$ cat config.mk
export PLATFORM = sky130hd
export DESIGN_NAME = wb_io_master
export DESIGN_NICKNAME = d
export VERILOG_FILES = /design/src/rtl/wb_io_master.sv
export SDC_FILE = /design/constraint.sdc
export NUM_CORES = 1
export LEC_CHECK = 0
export ABC_AREA = 1
export BUFFER_PORTS_ARGS = -buffer_cell sky130_fd_sc_hd__buf_2
export CORE_UTILIZATION = 44
export CTS_CLUSTER_SIZE = 14
export DETAILED_ROUTE_END_ITERATION = 12
export PLACE_DENSITY = 0.76
export SLEW_MARGIN = 0
export SYNTH_ARGS = -nofsm -noshare
export SYNTH_HDL_FRONTEND = slang
export SYNTH_SLANG_ARGS = --single-unit
$ cat constraint.sdc
create_clock -name clk -period 1.38 [get_ports clk]
set_input_delay 0.069 -clock clk [delete_from_list [all_inputs] [get_ports clk]]
set_output_delay 0.069 -clock clk [all_outputs]
set_load 0.01 [all_outputs]
$ cat src/rtl/wb_io_master.sv
// Purpose: bridges one J1 CPU I/O read/write into one Wishbone classic-pipelined cycle.
// Latency: a zero-wait slave stalls the CPU for 3 cycles; each STALL or ack-wait cycle adds one.
// Backpressure: io_busy holds the CPU until ACK or timeout; wb_stall holds STB in place.
module wb_io_master #(
    parameter int AW      = 16,
    parameter int DW      = 16,
    parameter int TIMEOUT = 255
) (
    input  logic            clk,
    input  logic            rst_n,
    input  logic            io_rd,
    input  logic            io_wr,
    input  logic [AW-1:0]   io_addr,
    input  logic [DW-1:0]   io_dout,
    output logic [DW-1:0]   io_din,
    output logic            io_busy,
    output logic            io_err,
    output logic            wb_cyc,
    output logic            wb_stb,
    output logic            wb_we,
    output logic [AW-1:0]   wb_adr,
    output logic [DW-1:0]   wb_dat_o,
    output logic [DW/8-1:0] wb_sel,
    input  logic [DW-1:0]   wb_dat_i,
    input  logic            wb_ack,
    input  logic            wb_stall
);

    localparam int CW = $clog2(TIMEOUT + 1);

    localparam logic [1:0] S_IDLE = 2'd0;
    localparam logic [1:0] S_REQ  = 2'd1;
    localparam logic [1:0] S_WAIT = 2'd2;
    localparam logic [1:0] S_DONE = 2'd3;

    logic [1:0]    state;
    logic [CW-1:0] cnt;
    logic          in_bus;
    logic          ack_ok;
    logic          timeout;

    // The CPU is stalled from the request cycle until DONE, where it may advance.
    assign io_busy = (state == S_IDLE && (io_rd || io_wr)) || state == S_REQ || state == S_WAIT;
    assign wb_sel  = '1;
    assign in_bus  = (state == S_REQ) || (state == S_WAIT);

    // An ACK only counts once the strobe has been accepted (same edge in REQ is fine).
    assign ack_ok  = wb_ack && ((state == S_REQ && !wb_stall) || state == S_WAIT);
    // A real ACK on the last allowed cycle beats the timeout.
    assign timeout = in_bus && (cnt == CW'(TIMEOUT - 1)) && !ack_ok;

    // Bus cycle sequencer: launch, wait for accept/ack or timeout, one DONE cycle.
    always_ff @(posedge clk or negedge rst_n) begin
        if (!rst_n) begin
            state    <= S_IDLE;
            cnt      <= '0;
            wb_cyc   <= 1'b0;
            wb_stb   <= 1'b0;
            wb_we    <= 1'b0;
            wb_adr   <= '0;
            wb_dat_o <= '0;
            io_din   <= '0;
            io_err   <= 1'b0;
        end else begin
            io_err <= 1'b0;
            case (state)
                S_IDLE: begin
                    if (io_rd || io_wr) begin
                        wb_adr   <= io_addr;
                        wb_dat_o <= io_dout;
                        wb_we    <= io_wr;
                        wb_cyc   <= 1'b1;
                        wb_stb   <= 1'b1;
                        cnt      <= '0;
                        state    <= S_REQ;
                    end
                end
                S_REQ, S_WAIT: begin
                    cnt <= cnt + 1'b1;
                    if (ack_ok) begin
                        wb_cyc <= 1'b0;
                        wb_stb <= 1'b0;
                        if (!wb_we) io_din <= wb_dat_i;
                        state  <= S_DONE;
                    end else if (timeout) begin
                        wb_cyc <= 1'b0;
                        wb_stb <= 1'b0;
                        if (!wb_we) io_din <= '1;
                        io_err <= 1'b1;
                        state  <= S_DONE;
                    end else if (state == S_REQ && !wb_stall) begin
                        wb_stb <= 1'b0;
                        state  <= S_WAIT;
                    end
                end
                // The CPU's request lines still belong to the finished access here.
                S_DONE: state <= S_IDLE;
                default: state <= S_IDLE;
            endcase
        end
    end

endmodule

# Word-level counts from Yosys, hierarchy flattened
# Index checks and enable logic that the tools add are counted.
# W data, S select, Z words.
# word_totals
input_bits	54
out_inout_bits	55
word_cells	63
ff_bits	62
# classes
reduce_logical	22
addsub	1
n_eq_ne	9
mux	22
# op_table
cell	count
$mux W16	4
$pmux W8 S2	1
$mux W1	9
$add A8 B1 Y8 const B	1
$eq A8 B8 Y1 const B	1
$mux W2	4
$mux W8	1
$pmux W2 S3	1
$reduce_and A2 Y1	3
$reduce_and A3 Y1	2
$logic_and A1 B1 Y1	5
$logic_or A1 B1 Y1	5
$eq A2 B2 Y1 const B	2
$ne A2 B2 Y1 const B	2
$ne A4 B4 Y1 const B	1
$pmux W1 S2	2
$reduce_and A4 Y1	1
$reduce_bool A2 Y1	2
$ne A3 B3 Y1 const B	1
$eq A2 B1 Y1 const B	1
$logic_not A1 Y1	2
$logic_not A2 Y1	1
$ne A2 B1 Y1 const B	1
$reduce_or A2 Y1	1

# Depth between registers and ports, before layout
# Gate-level depths: netlist of run 1.
# depth
ltp_word	9
mapped_depth	10
ltp_nobuf	10

# Least setup slack after synthesis of run 1
# OpenSTA, ideal clock, no wires.
# synth_timing
path_kind	register -> register
startpoint	register state[0]
endpoint	register wb_adr[0]
slack_ns	-0.140
arrival_time_ns	1.396
setup_time_ns	0.125
t_required_ns	1.255
period_less_slack_ns	1.520
stages_incl_launch_ff	6
n_path_buf	1
cell_sequence	dfrtp_1 inv_1 ha_1 nand2_1 buf_2 mux2_2
# synth_via
elab_chain_cells	2
# synth_lines
item	line	text
from (decl)	36	logic [1:0] state;
from (signal assigned)	55	state <= S_IDLE;
from (signal assigned)	75	state <= S_REQ;
from (signal assigned)	84	state <= S_DONE;
$logic_not A2 Y1	66	case (state)
$reduce_and A2 Y1 (no source line)	-	
to (signal assigned)	69	wb_adr <= io_addr;
to (decl)	21	output logic [AW-1:0] wb_adr,
# Every way passes these cells.
# A chain may end at the register's enable or synchronous reset.

# Worst setup path in the final report of run 1
# layout_timing
startpoint	register state[1]
endpoint	output io_busy
# layout_via
elab_chain_cells	4
word_cells_on_any_way	6
classes_between	eq/ne (2); reduce/logical (4)
# layout_lines
item	line	text
$logic_not A2 Y1	43	assign io_busy = (state == S_IDLE && (io_rd || io_wr)) || state == S_REQ || state == S_WAIT;
$logic_and A1 B1 Y1	43	
$logic_or A1 B1 Y1	43	
$logic_or A1 B1 Y1 (*)	43	
to (decl)	16	output logic io_busy,
# Every way passes the cells marked *; elsewhere a longest branch is shown, timed or not.

==> flow_summary.ini, run 1 <==
[sta]
finalClockSkew_ns = 0.0139
report.final.hold_viol_count = 1
finalSetupViolCount = 61
whs_ns = -0.000567
slew_violations = 0
layout_setup_ws_ns = -0.218
peak_freq_mhz = 626
final_min_period_over_clock_period_pct = 116
timing.final.crit_period_ns = 1.60
setup_repair_after_global_routing_missed_its_margin = true

[placement]
hpwlAfterDp_um = 4330
io_buffer_count = 106
routabilityCongestion = 0.766

[logic_synthesis]
synth_seq_area_share_pct = 55.0
post_synth_main_area_contributors = dfrtp_1 55%, mux2_2 13%, nand2_1 5.2%
post-synth-top-area-cell = dfrtp_1
postSynth.topFlopCell = dfrtp_1
synth_area_per_cell_um2 = 11.2
post-synth-top-count-cell = dfrtp_1
synthArstFlopShare_pct = 100
postSynthRegisterBits = 62
synth_warnings = 0
synth_largest_type_area_fraction_pct = 55.0
netlist_area_mm2 = 0.00282
syn_inst = 252
post_synth_num_cell_types = 27
synth_edf_count = 0
ranking_of_synthesized_cells_by_instance_count = 62 x dfrtp_1, 39 x nand2_1, 32 x mux2_2, 18 x nor2_1

[layout]
final_core_util_pct = 75.5
final_nets = 492
antenna_cells_inserted = 0
drive_gt1_share_pct = 55.1
areaGrowthSynthToFinish_pct = 62.3

[outcome]
run_status = complete, but fails checks
failed_checks = hold timing, setup timing

[setup_path]
crit_arrival_ns = 1.53
worstPathMaxFanout = 3
setup.worst_path.end_class = output pin
cp-start-kind = flop
timing.critical_path.slowest_stage_cell = dfrtp_1
setup.worst_path.class = reg -> out
worst_ep_required_time_ns = 1.31
crit_path_cell_trace = inv_2 > ha_1 > buf_4 > nor2_1 > nand2_1 > buf_2
critical_path.max_stage_delay_ns = 0.41

[routing]
detail_route.vias_per_cell = 4.92
routed-via-count = 2517
drt-wirelength-per-cell_um = 15.8
initialDrtViolationCount = 99
route.detailed.drc = 0
drt_pre_antenna_iters = 4
routed_wl_um = 8070
detail-route-antenna-nets = 0

[die]
die_y_um = 82.0
fp.dieArea_mm2 = 0.00673
fp.dieW_um = 82.0
top_level_ports = 109
row_count = 28
coreArea_mm2 = 0.00606
initial_utilization_pct = 46.5

[pwr]
ir_worst_vdd_mv = 1.76
power.density_cell_area_mw_per_mm2 = 2330
post-layout-total-power_uw = 10600
p_leak_uw = 0.00241

[clock_tree]
cts_num_sinks = 62
ctsHtreeMaxLevel = 3
clk-insertion-delay-late_ns = 0.34
cts_tree = done
worst_setup_hold_path_clk_slew_ns = 0.08
cts.path.max_buffers = 2
tritoncts_buffer_count = 9
clock_tree.root_cell = clkbuf_8

[grt]
global_route.overflow_total = 0
grt_use_total_pct = 20.9
grt_pass1_vias = 2378
grt_antenna_before_repair = 0
maximum_number_of_pins_on_one_net_before_global_route_repair = 63
grt_first_pass_wirelength_um = 10400

[flow_run]
max_cap_viol = 0

[worst_hold_path]
hold_path.class = in -> reg
critical path, delay by kind of cell, from the launching register on:
family / cells / cell delay, ns
DFF: 1 / 0.41
buffers and inverters: 3 / 0.38
adders and majority gates: 1 / 0.21
and+or+nand+nor: 2 / 0.19
report_power, final:
group,internal (µW),total [µW],switching (µW),leakage [µW]
clock network,1120,1840,727,0.000116
registers,2670,3190,520,0.000749
logic,2920,5610,2690,0.00155
total,6710,10600,3940,0.00241
state kept, by name, indices dropped and copies added (netlist names):
register,flops
wb_stb,1
wb_dat_o,16
wb_we,1
wb_cyc,1
state,2
io_din,16
cnt,8
wb_adr,16
io_err,1
path summary, 6_finish.rpt:
path | slack [ns] | startpoint | endpoint | cells past startpoint
max | -0.22 | state[1] | io_busy | 6
min | -0.0006 | wb_dat_i[9] | io_din[9] | 3
max reg2reg | -0.20 | state[1] | io_din[8] | 9
min reg2reg | 0.47 | wb_stb | wb_stb | 2
max in group asynchronous | 0.83 | rst_n | cnt[1] | 3
min in group asynchronous | 0.27 | rst_n | io_din[1] | 3
cell usage in the layout (no fill, tap or decap), types with 2 or more instances in the layout:
cell           netlist  final
nand4_1              7      7
buf_2                4    106
inv_2                1      3
ha_1                 6      5
inv_1               17     14
buf_4                2     17
dfrtp_1             62     62
buf_6                4      6
conb_1               1      2
nor2_1              18     18
nand2_4              2      6
nand2_1             39     30
clkbuf_8             0     11
o31ai_4              0      2
nor2_4               1      2
mux2_4               0     21
mux2_2              32     11
clkbuf_16            0      4
nand2_2             17     22
o21ai_2             16     16
bufinv_16            0      2
buf_12               0      5
nand3_1              9      9
dlygate4sd3_1        0     41
o21ai_1              3      3
area by class of cell:
type	count	area, µm²
Multi-Input combinational cell	162	1290
Clock inverter	5	81.3
Timing Repair Buffer	179	1340
Inverter	18	70.1
Fill cell	376	1490
Tap cell	75	93.8
Sequential cell	62	1550
Clock buffer	11	151
repair_timing:
action                                 in CTS  in global routing
setup endpoints to repair                  31                 60
gates cloned                                0                  5
setup buffers                               4                  2
gates resized for setup                    13                 29
pin swaps                                   0                  5
hold buffers                               41                  0
endpoints found under the hold margin     102                  0
cell families after synthesis:
group                    share of synthesized area (%)
multiplexers                                      12.8
buffers and inverters                             5.37
flip-flops                                        55.0
AO/OA/AOI/OAI                                     6.83
AND/OR/NAND/NOR                                   16.6
other                                            0.133
XOR/XNOR                                         0.622
adder cells (fa/ha/maj)                           2.66
per-stage QoR:
stage	area [µm²]	TNS [ns]	std cells	setup WS (ns)	hold WS (ns)
2_1_floorplan	2870	-1.30	253	-0.0881	-0.227
3_3_place_gp	3610	-1.58	445	-0.109	0.106
3_5_place_dp	3610	-2.36	445	-0.154	0.107
4_1_cts	4350	-3.25	506	-0.158	0.000814
5_1_grt	4570	-8.18	512	-0.274	0.00164
6_report	4570	-5.63	512	-0.218	-0.000567
per-layer routing:
metal,GRT usage (%),part of all wire (%)
met5,0,0
met4,7.72,2.0
met3,7.11,6.8
met2,36.4,50
met1,23.6,42
Power figures use the tool's default switching activity.
==> run 2, diff against run 1 <==
--- a/config.mk
+++ b/config.mk
@@ -10,7 +10,8 @@
 export CORE_UTILIZATION = 44
 export CTS_CLUSTER_SIZE = 14
 export DETAILED_ROUTE_END_ITERATION = 12
-export PLACE_DENSITY = 0.76
+export PLACE_DENSITY = 0.78
+export SETUP_SLACK_MARGIN = 0.1
 export SLEW_MARGIN = 0
 export SYNTH_ARGS = -nofsm -noshare
 export SYNTH_HDL_FRONTEND = slang
==> run 2 against run 1 <==
Against the previous run:
- the run ends with setup timing left
- clock-buffer cell count unchanged
- via count down 1.4%
- worst setup slack better by 0.073 ns
- maximum frequency up 4.8%
- total power down 4.4%
- sequential share of layout area down 0.27 points
- sequential cell count unchanged
- final area up 0.79%
- critical path depth up 4
- critical path type is now reg -> reg
- critical endpoint is now io_din[1]
==> flow_summary.ini, run 2 (synthesized netlist as in run 1, its figures left out) <==
[outcome]
run_status = complete, but fails checks
failed_checks = setup timing

[layout]
final_area_mm2 = 0.00461
nFillCells = 376
largest_registers = io_din (16), wb_adr (16), wb_dat_o (16)
drive_gt1_share_pct = 54.0
areaGrowthSynthToFinish_pct = 63.6
final_nets = 501
layout.cells.most_common = buf_2
antenna_cells_inserted = 0
commonest_cells_after_routing_fill_and_taps_aside = 106 x buf_2, 62 x dfrtp_1, 46 x dlygate4sd3_1

[setup_path]
timing.critical_path.slowest_stage_cell = dfrtp_1
critical_path.reg2reg.startpoint = state[0]
crit_path_frequent_cell = nand2_4
cp-start-kind = flop
crit_arrival_ns = 1.75
worst_ep_required_time_ns = 1.61
worstPathMaxFanout = 20
setup.worst_path.class = reg -> reg
critical_path.max_stage_delay_ns = 0.38
reg2reg_to = io_din[1]
beginning_of_the_critical_path = state[0]
ff2ff_setup_slack_ns = -0.14
critical_path.endpoint = io_din[1]
setup.worst_path.end_class = flop
cp_num_buf_inv = 2
crit_path_cell_trace = inv_2 > ha_4 > nand2_4 > nor2_4 > nand2_4 > nand2_4 > nand3_4 > buf_12 > nand2_2 > o21ai_2
cell_type_group_with_the_largest_total_delay_on_the_critical_path = simple AND/OR/NAND/NOR gates
worst-path-stages = 10
worstRegToRegCells = 10

[clock_tree]
cts_tree = done
cts_num_sinks = 62
ctsHtreeMaxLevel = 3
clk-insertion-delay-late_ns = 0.33
worst_setup_hold_path_clk_slew_ns = 0.07
tritoncts_buffer_count = 9
cts.path.max_buffers = 2
clock_tree.root_cell = clkbuf_8

[die]
row_count = 28
fp.dieW_um = 82.0
initial_utilization_pct = 46.5
die_y_um = 82.0
coreArea_mm2 = 0.00606
top_level_ports = 109
fp.dieArea_mm2 = 0.00673

[placement]
io_buffer_count = 106
hpwlAfterDp_um = 4720
dpl-instance-area_mm2 = 0.00372
routabilityCongestion = 0.817

[flow_run]
max_cap_viol = 0

[pwr]
p_leak_uw = 0.00243
power.density_cell_area_mw_per_mm2 = 2210
ir_worst_vdd_mv = 1.47
post-layout-total-power_uw = 10200

[worst_hold_path]
hold_path.class = in -> reg

[routing]
detail-route-antenna-nets = 0
detail_route.vias_per_cell = 4.76
initialDrtViolationCount = 146
drt_pre_antenna_iters = 4
route.detailed.drc = 0
drt-wirelength-per-cell_um = 14.8
routed_wl_um = 7700
routed-via-count = 2481

[sta]
report.final.hold_viol_count = 0
slew_violations = 0
timing.final.crit_period_ns = 1.52
layout_setup_ws_ns = -0.145
final_min_period_over_clock_period_pct = 110
finalSetupViolCount = 56
timing.slew.headroom_pct = 65.7
peak_freq_mhz = 656
worst-slew-pin-transition_ns = 0.513
setup_repair_after_global_routing_missed_its_margin = true
finalClockSkew_ns = 0.00412

[grt]
global_route.overflow_total = 0
maximum_number_of_pins_on_one_net_before_global_route_repair = 42
grt_use_total_pct = 23.2
grt_first_pass_wirelength_um = 11400
grt_pass1_vias = 2387
grt_antenna_before_repair = 0
run 2: cell types whose count changed in the layout (fill, tap and decap cells not counted), moves of 3 or more:
cell and delta:
buf_4 +6, clkbuf_16 -4, dlygate4sd3_1 +5, mux2_2 -9
mux2_4 +9, nand2_1 +6, nand2_2 -6, nand2_8 +3
nand3_1 -3
run 2: layout make-up:
type	instances	area [µm²]	share of cell area [%]
Sequential cell	62	1550	33.6
Multi-Input combinational cell	164	1370	29.7
Timing Repair Buffer	186	1350	29.3
Clock buffer	11	141	3.07
Tap cell	75	93.8	2.04
Inverter	18	70.1	1.52
Clock inverter	5	35.0	0.760
run 2: how the worst min path moves through the flow:
stage / start / slack [ns] / cells past startpoint / to
2_1_floorplan: rst_n / -0.23 / 0 / cnt[0]
3_3_place_gp: rst_n / 0.06 / 2 / io_err
3_5_place_dp: rst_n / 0.07 / 2 / io_err
4_1_cts: wb_dat_i[3] / 0.0003 / 3 / io_din[3]
5_1_grt: wb_dat_i[11] / 0.01 / 3 / io_din[11]
6_report: wb_dat_i[3] / 0.01 / 3 / io_din[3]
run 2: worst register-to-register path, cell delays in order, from the launching register on:
cell     delay [ns]
dfrtp_1        0.38
inv_2          0.07
ha_4           0.28
nand2_4        0.05
nor2_4         0.11
nand2_4        0.06
nand2_4        0.07
nand3_4        0.09
buf_12         0.18
nand2_2        0.07
o21ai_2        0.05
run 2: stage by stage:
stage	TNS (ns)	setup WS, ns	hold WS [ns]	cells	utilization, %
floorplan	-1.30	-0.0880	-0.227	253	-
global route	-9.00	-0.240	0.0123	521	76.1
finish	-4.94	-0.145	0.0100	521	76.1
global placement	-1.39	-0.0840	0.0621	449	61.4
detailed placement	-2.36	-0.137	0.0676	449	61.4
CTS	-4.03	-0.155	0.000281	519	75.0
run 2: timing repair:
action / in CTS / in global routing
hold endpoints to repair: 107 / 0
buffers inserted: 5 / 2
gates resized for setup: 22 / 12
hold buffers: 46 / 0
gates cloned: 3 / 0
pin swaps: 9 / 3
setup endpoints to repair: 62 / 62
run 2: report_power, final:
| part | total [µW] | switching (µW) | leakage [µW] | internal, µW |
|---|---|---|---|---|
| Combinational | 5550 | 2640 | 0.00159 | 2910 |
| Sequential | 3210 | 533 | 0.000749 | 2680 |
| Clock | 1420 | 723 | 0.0000893 | 700 |
run 2: layer usage:
metal  up-vias  share of wire, %  track usage, %
li1       1205                 -               -
met1      1175                41            28.1
met2        83                52            39.3
met3        18               4.1            3.89
met4         0               2.5            12.6
met5         -                 0               0
